==> config.mk <==
export PLATFORM = sky130hd
export DESIGN_NAME = ysyx_22050612_ifetch_responder
export DESIGN_NICKNAME = d
export VERILOG_FILES = /design/src/rtl/ysyx_22050612_ifetch_responder_pkg.sv /design/src/rtl/ysyx_22050612_fetch_range_chk.sv /design/src/rtl/ysyx_22050612_ifetch_responder.sv
export SDC_FILE = /design/constraint.sdc
export NUM_CORES = 1
export LEC_CHECK = 0
export CORE_MARGIN = 2
export CORE_UTILIZATION = 44
export DETAILED_ROUTE_END_ITERATION = 16
export PLACE_DENSITY = 0.86
export REMOVE_ABC_BUFFERS = 1
export SLEW_MARGIN = 30
export SYNTH_ARGS = -nofsm -noshare
export SYNTH_HDL_FRONTEND = slang
export SYNTH_SLANG_ARGS = --single-unit
==> constraint.sdc <==
create_clock -name clk -period 2.55 [get_ports clk]
set_input_delay 0.51 -clock clk [delete_from_list [all_inputs] [get_ports clk]]
set_output_delay 0.51 -clock clk [all_outputs]
set_load 0.02 [all_outputs]
==> src/rtl/ysyx_22050612_ifetch_responder_pkg.sv <==
// Shared types and constants for the instruction-fetch responder,
// its range checker, the IFU and the DPI memory wrapper.
package ysyx_22050612_ifetch_responder_pkg;

   typedef enum logic [1:0] {
      IDLE = 2'd0,
      BUSY = 2'd1,
      RESP = 2'd2
   } state_e;

   localparam logic [31:0] ERR_INST  = 32'h0;
   localparam logic [63:0] PMEM_BASE = 64'h0000_0000_8000_0000;
   localparam logic [63:0] PMEM_SIZE = 64'h0000_0000_0800_0000;

   function automatic logic [31:0] sel_half(
      input logic [63:0] beat,
      input logic        hi
   );
      return hi ? beat[63:32] : beat[31:0];
   endfunction

endpackage

==> src/rtl/ysyx_22050612_fetch_range_chk.sv <==
// Combinational fetch-address check: misaligned word or outside
// [BASE, BASE+SIZE); the limit is formed in 65 bits so it cannot wrap.
module ysyx_22050612_fetch_range_chk
   import ysyx_22050612_ifetch_responder_pkg::*;
#(
   parameter logic [63:0] BASE = PMEM_BASE,
   parameter logic [63:0] SIZE = PMEM_SIZE
) (
   input  logic [63:0] addr,
   output logic        err
);

   logic [64:0] limit;
   logic        misal;
   logic        below;
   logic        above;

   always_comb begin
      limit = {1'b0, BASE} + {1'b0, SIZE};
      misal = |addr[1:0];
      below = addr < BASE;
      above = {1'b0, addr} >= limit;
      err   = misal | below | above;
   end

endmodule

==> src/rtl/ysyx_22050612_ifetch_responder.sv <==
// Single-outstanding instruction fetch responder with programmable
// latency, 64-bit memory beat to 32-bit word selection and flush.
module ysyx_22050612_ifetch_responder
   import ysyx_22050612_ifetch_responder_pkg::*;
#(
   parameter int          LATENCY = 1,
   parameter logic [63:0] BASE    = PMEM_BASE,
   parameter logic [63:0] SIZE    = PMEM_SIZE
) (
   input  logic        clk,
   input  logic        rst,
   input  logic        flush,
   input  logic        req_valid,
   output logic        req_ready,
   input  logic [63:0] req_addr,
   output logic        resp_valid,
   input  logic        resp_ready,
   output logic [31:0] resp_inst,
   output logic        resp_err,
   output logic        mem_ren,
   output logic [63:0] mem_raddr,
   input  logic [63:0] mem_rdata
);

   localparam logic [3:0] CNT_INIT = 4'(LATENCY - 1);

   state_e      state_q, state_d;
   logic [3:0]  cnt_q, cnt_d;
   logic [63:0] addr_q, addr_d;
   logic [31:0] inst_q, inst_d;
   logic        err_q, err_d;

   logic        req_err;
   logic        accept;
   logic        fire;

   ysyx_22050612_fetch_range_chk #(
      .BASE (BASE),
      .SIZE (SIZE)
   ) u_chk (
      .addr (req_addr),
      .err  (req_err)
   );

   always_comb begin
      state_d = state_q;
      cnt_d   = cnt_q;
      addr_d  = addr_q;
      inst_d  = inst_q;
      err_d   = err_q;

      req_ready = !flush &&
                  (state_q == IDLE ||
                   (state_q == RESP && resp_ready));
      accept    = req_valid && req_ready;
      fire      = (state_q == BUSY) && (cnt_q == 4'd0);

      mem_ren    = fire && !err_q;
      mem_raddr  = addr_q & ~64'h7;
      resp_valid = (state_q == RESP);
      resp_inst  = resp_valid ? inst_q : ERR_INST;
      resp_err   = resp_valid && err_q;

      unique case (state_q)
         IDLE: ;
         BUSY: begin
            if (cnt_q != 4'd0) begin
               cnt_d = cnt_q - 4'd1;
            end else begin
               inst_d  = err_q ? ERR_INST
                               : sel_half(mem_rdata, addr_q[2]);
               state_d = RESP;
            end
         end
         RESP: begin
            if (resp_ready) state_d = IDLE;
         end
         default: state_d = IDLE;
      endcase

      // a same-cycle accept in RESP overrides the drop to IDLE
      if (accept) begin
         addr_d  = req_addr;
         err_d   = req_err;
         cnt_d   = CNT_INIT;
         state_d = BUSY;
      end

      if (flush) begin
         state_d = IDLE;
         cnt_d   = 4'd0;
      end
   end

   always_ff @(posedge clk) begin
      if (rst) begin
         state_q <= IDLE;
         cnt_q   <= 4'd0;
         addr_q  <= 64'd0;
         inst_q  <= 32'd0;
         err_q   <= 1'b0;
      end else begin
         state_q <= state_d;
         cnt_q   <= cnt_d;
         addr_q  <= addr_d;
         inst_q  <= inst_d;
         err_q   <= err_d;
      end
   end

endmodule

==> out/metrics.cfg <==
[place]
dpl.hpwl_um = 10400
port_buffers = 229
gp_congestion = 0.799
placedInstanceArea_sq_um = 6730

[route]
routedWlPerCell_um = 15.3
vias = 4534
dr.pass1.iters = 7
viasPerCell = 5.05
drc = 0
drt_first_iter_violations = 174
drt-total-wl_um = 13700
ant_nets = 0

[flow_run]
cap_violations = 0

[cts]
cts-buffers-inserted = 9
clockRootBuffer = clkbuf_8
clk_pin_slew_ns = 0.09
clock_path_buffers = 2
cts_tree = yes
cts_hold_buffers = 0
clock_latency_ns = 0.37
htree_levels = 3
cts.sink_count = 101

[setup_path]
reg2reg_from = cnt_q[0]
start_kind = input pin
endpoint_kind = output pin
path_max_fanout = 2
cp_slowest_cell = clkdlybuf4s50_1
cp.arrival_ns = 1.96
path_cells = clkdlybuf4s50_1 > inv_1 > a211oi_1 > clkdlybuf4s50_1
cp_data_required_time_ns = 2.04
worstSetupStartpoint = resp_ready
critPathTopFamily = buffers and inverters
cp_num_buf_inv = 3
slowest_delay_ns = 0.66
cp_common_cell = clkdlybuf4s50_1
critical_path_class = in -> out

[floorplan]
die_y_um = 108
die-area_sq_um = 11800
placementRows = 38
io-pin-count = 233
start_util = 0.447
core_area_sq_um = 10700
die_w_um = 108

[sta]
rsz0062_at_grt = no
fin_crit_ns = 2.47
fin_crit_sh = 0.967
tightest_slew_ns = 0.549
hold_viol = 0
fmax_ghz = 0.406
slew_viol_final = 0
setup_tns_ns = 0
setup_viol_count_final = 0
fin_skew_ns = 0.0137
slew_headroom = 0.631

[power_and_ir_drop]
pwr-share-comb = 0.187
sw_frac_of_total = 0.259
clkPwrFrac = 0.292
internal-power_mw = 2.37
p_per_area_nw_per_um2 = 463
power.switching_uw = 830
cellLeakagePower_nw = 2.51
p_seq_frac = 0.521
irDropWorstVdd_mv = 0.317
p_total_mw = 3.20

[logic_synthesis]
async_reset_ff_frac = 0
synthCells = 607
ys_top_cells_by_area = dfxtp_1, nand2_1, buf_4
seq_area_frac_synth = 0.421
synthTopCellsByCount = nand2_1, dfxtp_1, a21oi_1
ys_ff_latch = 101
synthFlopType = dfxtp_1
synth_top_cell_area_share = 0.421
syn_area_sq_um = 4800
synth_most_common_cell = nand2_1
synth.distinct_cells = 28
syn_avg_cell_area_sq_um = 7.91
synth_edf_count = 0
ys_warn_count = 0
synth_area_leader_cell = dfxtp_1

[run_status]
outcome = completed

[global_route]
grt_use_met1 = 0.237
grt_pass1_wl_um = 21000
grt_usage = 0.228
grt-ovfl-total = 0
met3_usage = 0.0681
grt_max_degree = 66
use_met2 = 0.413
grt.busiest_layer = met2
antenna_found_initial = 0
grt_pass1_vias = 4455

[finish]
antenna_cells = 0
drive_above_1_share = 0.0462
nets = 887
syn_to_final_growth_pct = 44.0
final_area_sq_um = 6910
utilization = 0.643

[min_path]
min_from = inst_q[16]
hp-class = reg -> reg

[placed cells by master (no fill, tap or decap)]
| cell | instances |
|---|---|
| clkdlybuf4s50_1 | 227 |
| nand2_1 | 159 |
| dfxtp_1 | 100 |
| a21oi_1 | 96 |
| and3_1 | 34 |
| or3_1 | 34 |
| mux2i_1 | 32 |
| clkbuf_8 | 11 |
| nor4_1 | 9 |
| buf_4 | 9 |
| nor2_1 | 8 |
| inv_1 | 4 |
| a211oi_1 | 3 |
| nor3_1 | 3 |
| conb_1 | 3 |
| clkinv_2 | 3 |
| buf_12 | 3 |
| xnor2_1 | 2 |
| nand4_1 | 2 |
| clkinv_1 | 1 |
| nor2b_1 | 1 |
| nor3b_4 | 1 |
| nand2_2 | 1 |
| inv_2 | 1 |
| o2111a_2 | 1 |
| o2111ai_4 | 1 |
| nand3b_1 | 1 |
| nor4b_1 | 1 |
| ha_1 | 1 |
| dfxtp_2 | 1 |
| clkbuf_1 | 1 |
| clkinvlp_4 | 1 |
| buf_2 | 1 |
| dlymetal6s2s_1 | 1 |
| buf_6 | 1 |
[cell type report]
class	instances	area [sq um]
clock buffer	12	155
inverter	6	22.5
fill	904	3830
multi-input combinational	393	2090
timing repair buffer	242	2430
tap	140	175
clock inverter	4	22.5
sequential	101	2020
[worst paths after layout]
kind,cells after the start,slack (ns),to
max,4,0.08,req_ready
min,2,0.45,inst_q[16]
max reg2reg,7,0.69,inst_q[22]
min reg2reg,2,0.45,inst_q[16]
[worst min-delay path, delay by kind of cell (launching register included)]
family / cells / cell delay (ns)
flip-flops: 1 / 0.32
AND/OR/NAND/NOR: 1 / 0.05
AO/OA/AOI/OAI: 1 / 0.05
[kinds of logic (layout without fill, tap and decap cells)]
family | after synthesis | in the layout | synth area share
buf+inv | 115 | 264 | 0.148
fa+ha+maj | 1 | 1 | 0.00261
simple gates | 254 | 254 | 0.247
compound gates | 101 | 101 | 0.110
other cells | 1 | 3 | 0.000781
mux | 32 | 32 | 0.0667
xor+xnor | 2 | 2 | 0.00365
flops | 101 | 101 | 0.421
[power groups by stage]
stage | clock network, mW | registers (mW) | logic (mW)
after detailed placement | 0 | 1.70 | 0.599
after floorplan | 0 | 1.77 | 0.138
after global routing | 1.03 | 1.67 | 0.644
final | 0.934 | 1.67 | 0.599
after CTS | 0.969 | 1.67 | 0.602
after global placement | 0 | 1.70 | 0.586
[per-stage QoR]
step / worst slack [ns] / std cells / hold WS (ns)
after floorplan: 0.0928 / 500 / 0.421
after global placement: 0.124 / 882 / 0.434
after detailed placement: 0.0827 / 882 / 0.439
after CTS: 0.0288 / 898 / 0.453
after global routing: 0.0136 / 898 / 0.476
final: 0.0840 / 898 / 0.453
[registers in the layout, indices dropped and copies added (netlist names)]
register and cells:
addr_q 62, err_q 1, cnt_q 4, state_q 2
inst_q 32
[routing by layer]
layer	wire [um]	vias up	part of all wire
met5	0	-	0
met4	443	0	0.032
met3	1320	30	0.096
met2	6780	188	0.49
met1	5180	2070	0.38
li1	-	2246	-
[what timing repair did]
action                     CTS  global route
gates resized for setup      0             2
buffers inserted             0             0
setup endpoints to repair    0             8
Power figures use the tool's default switching activity.
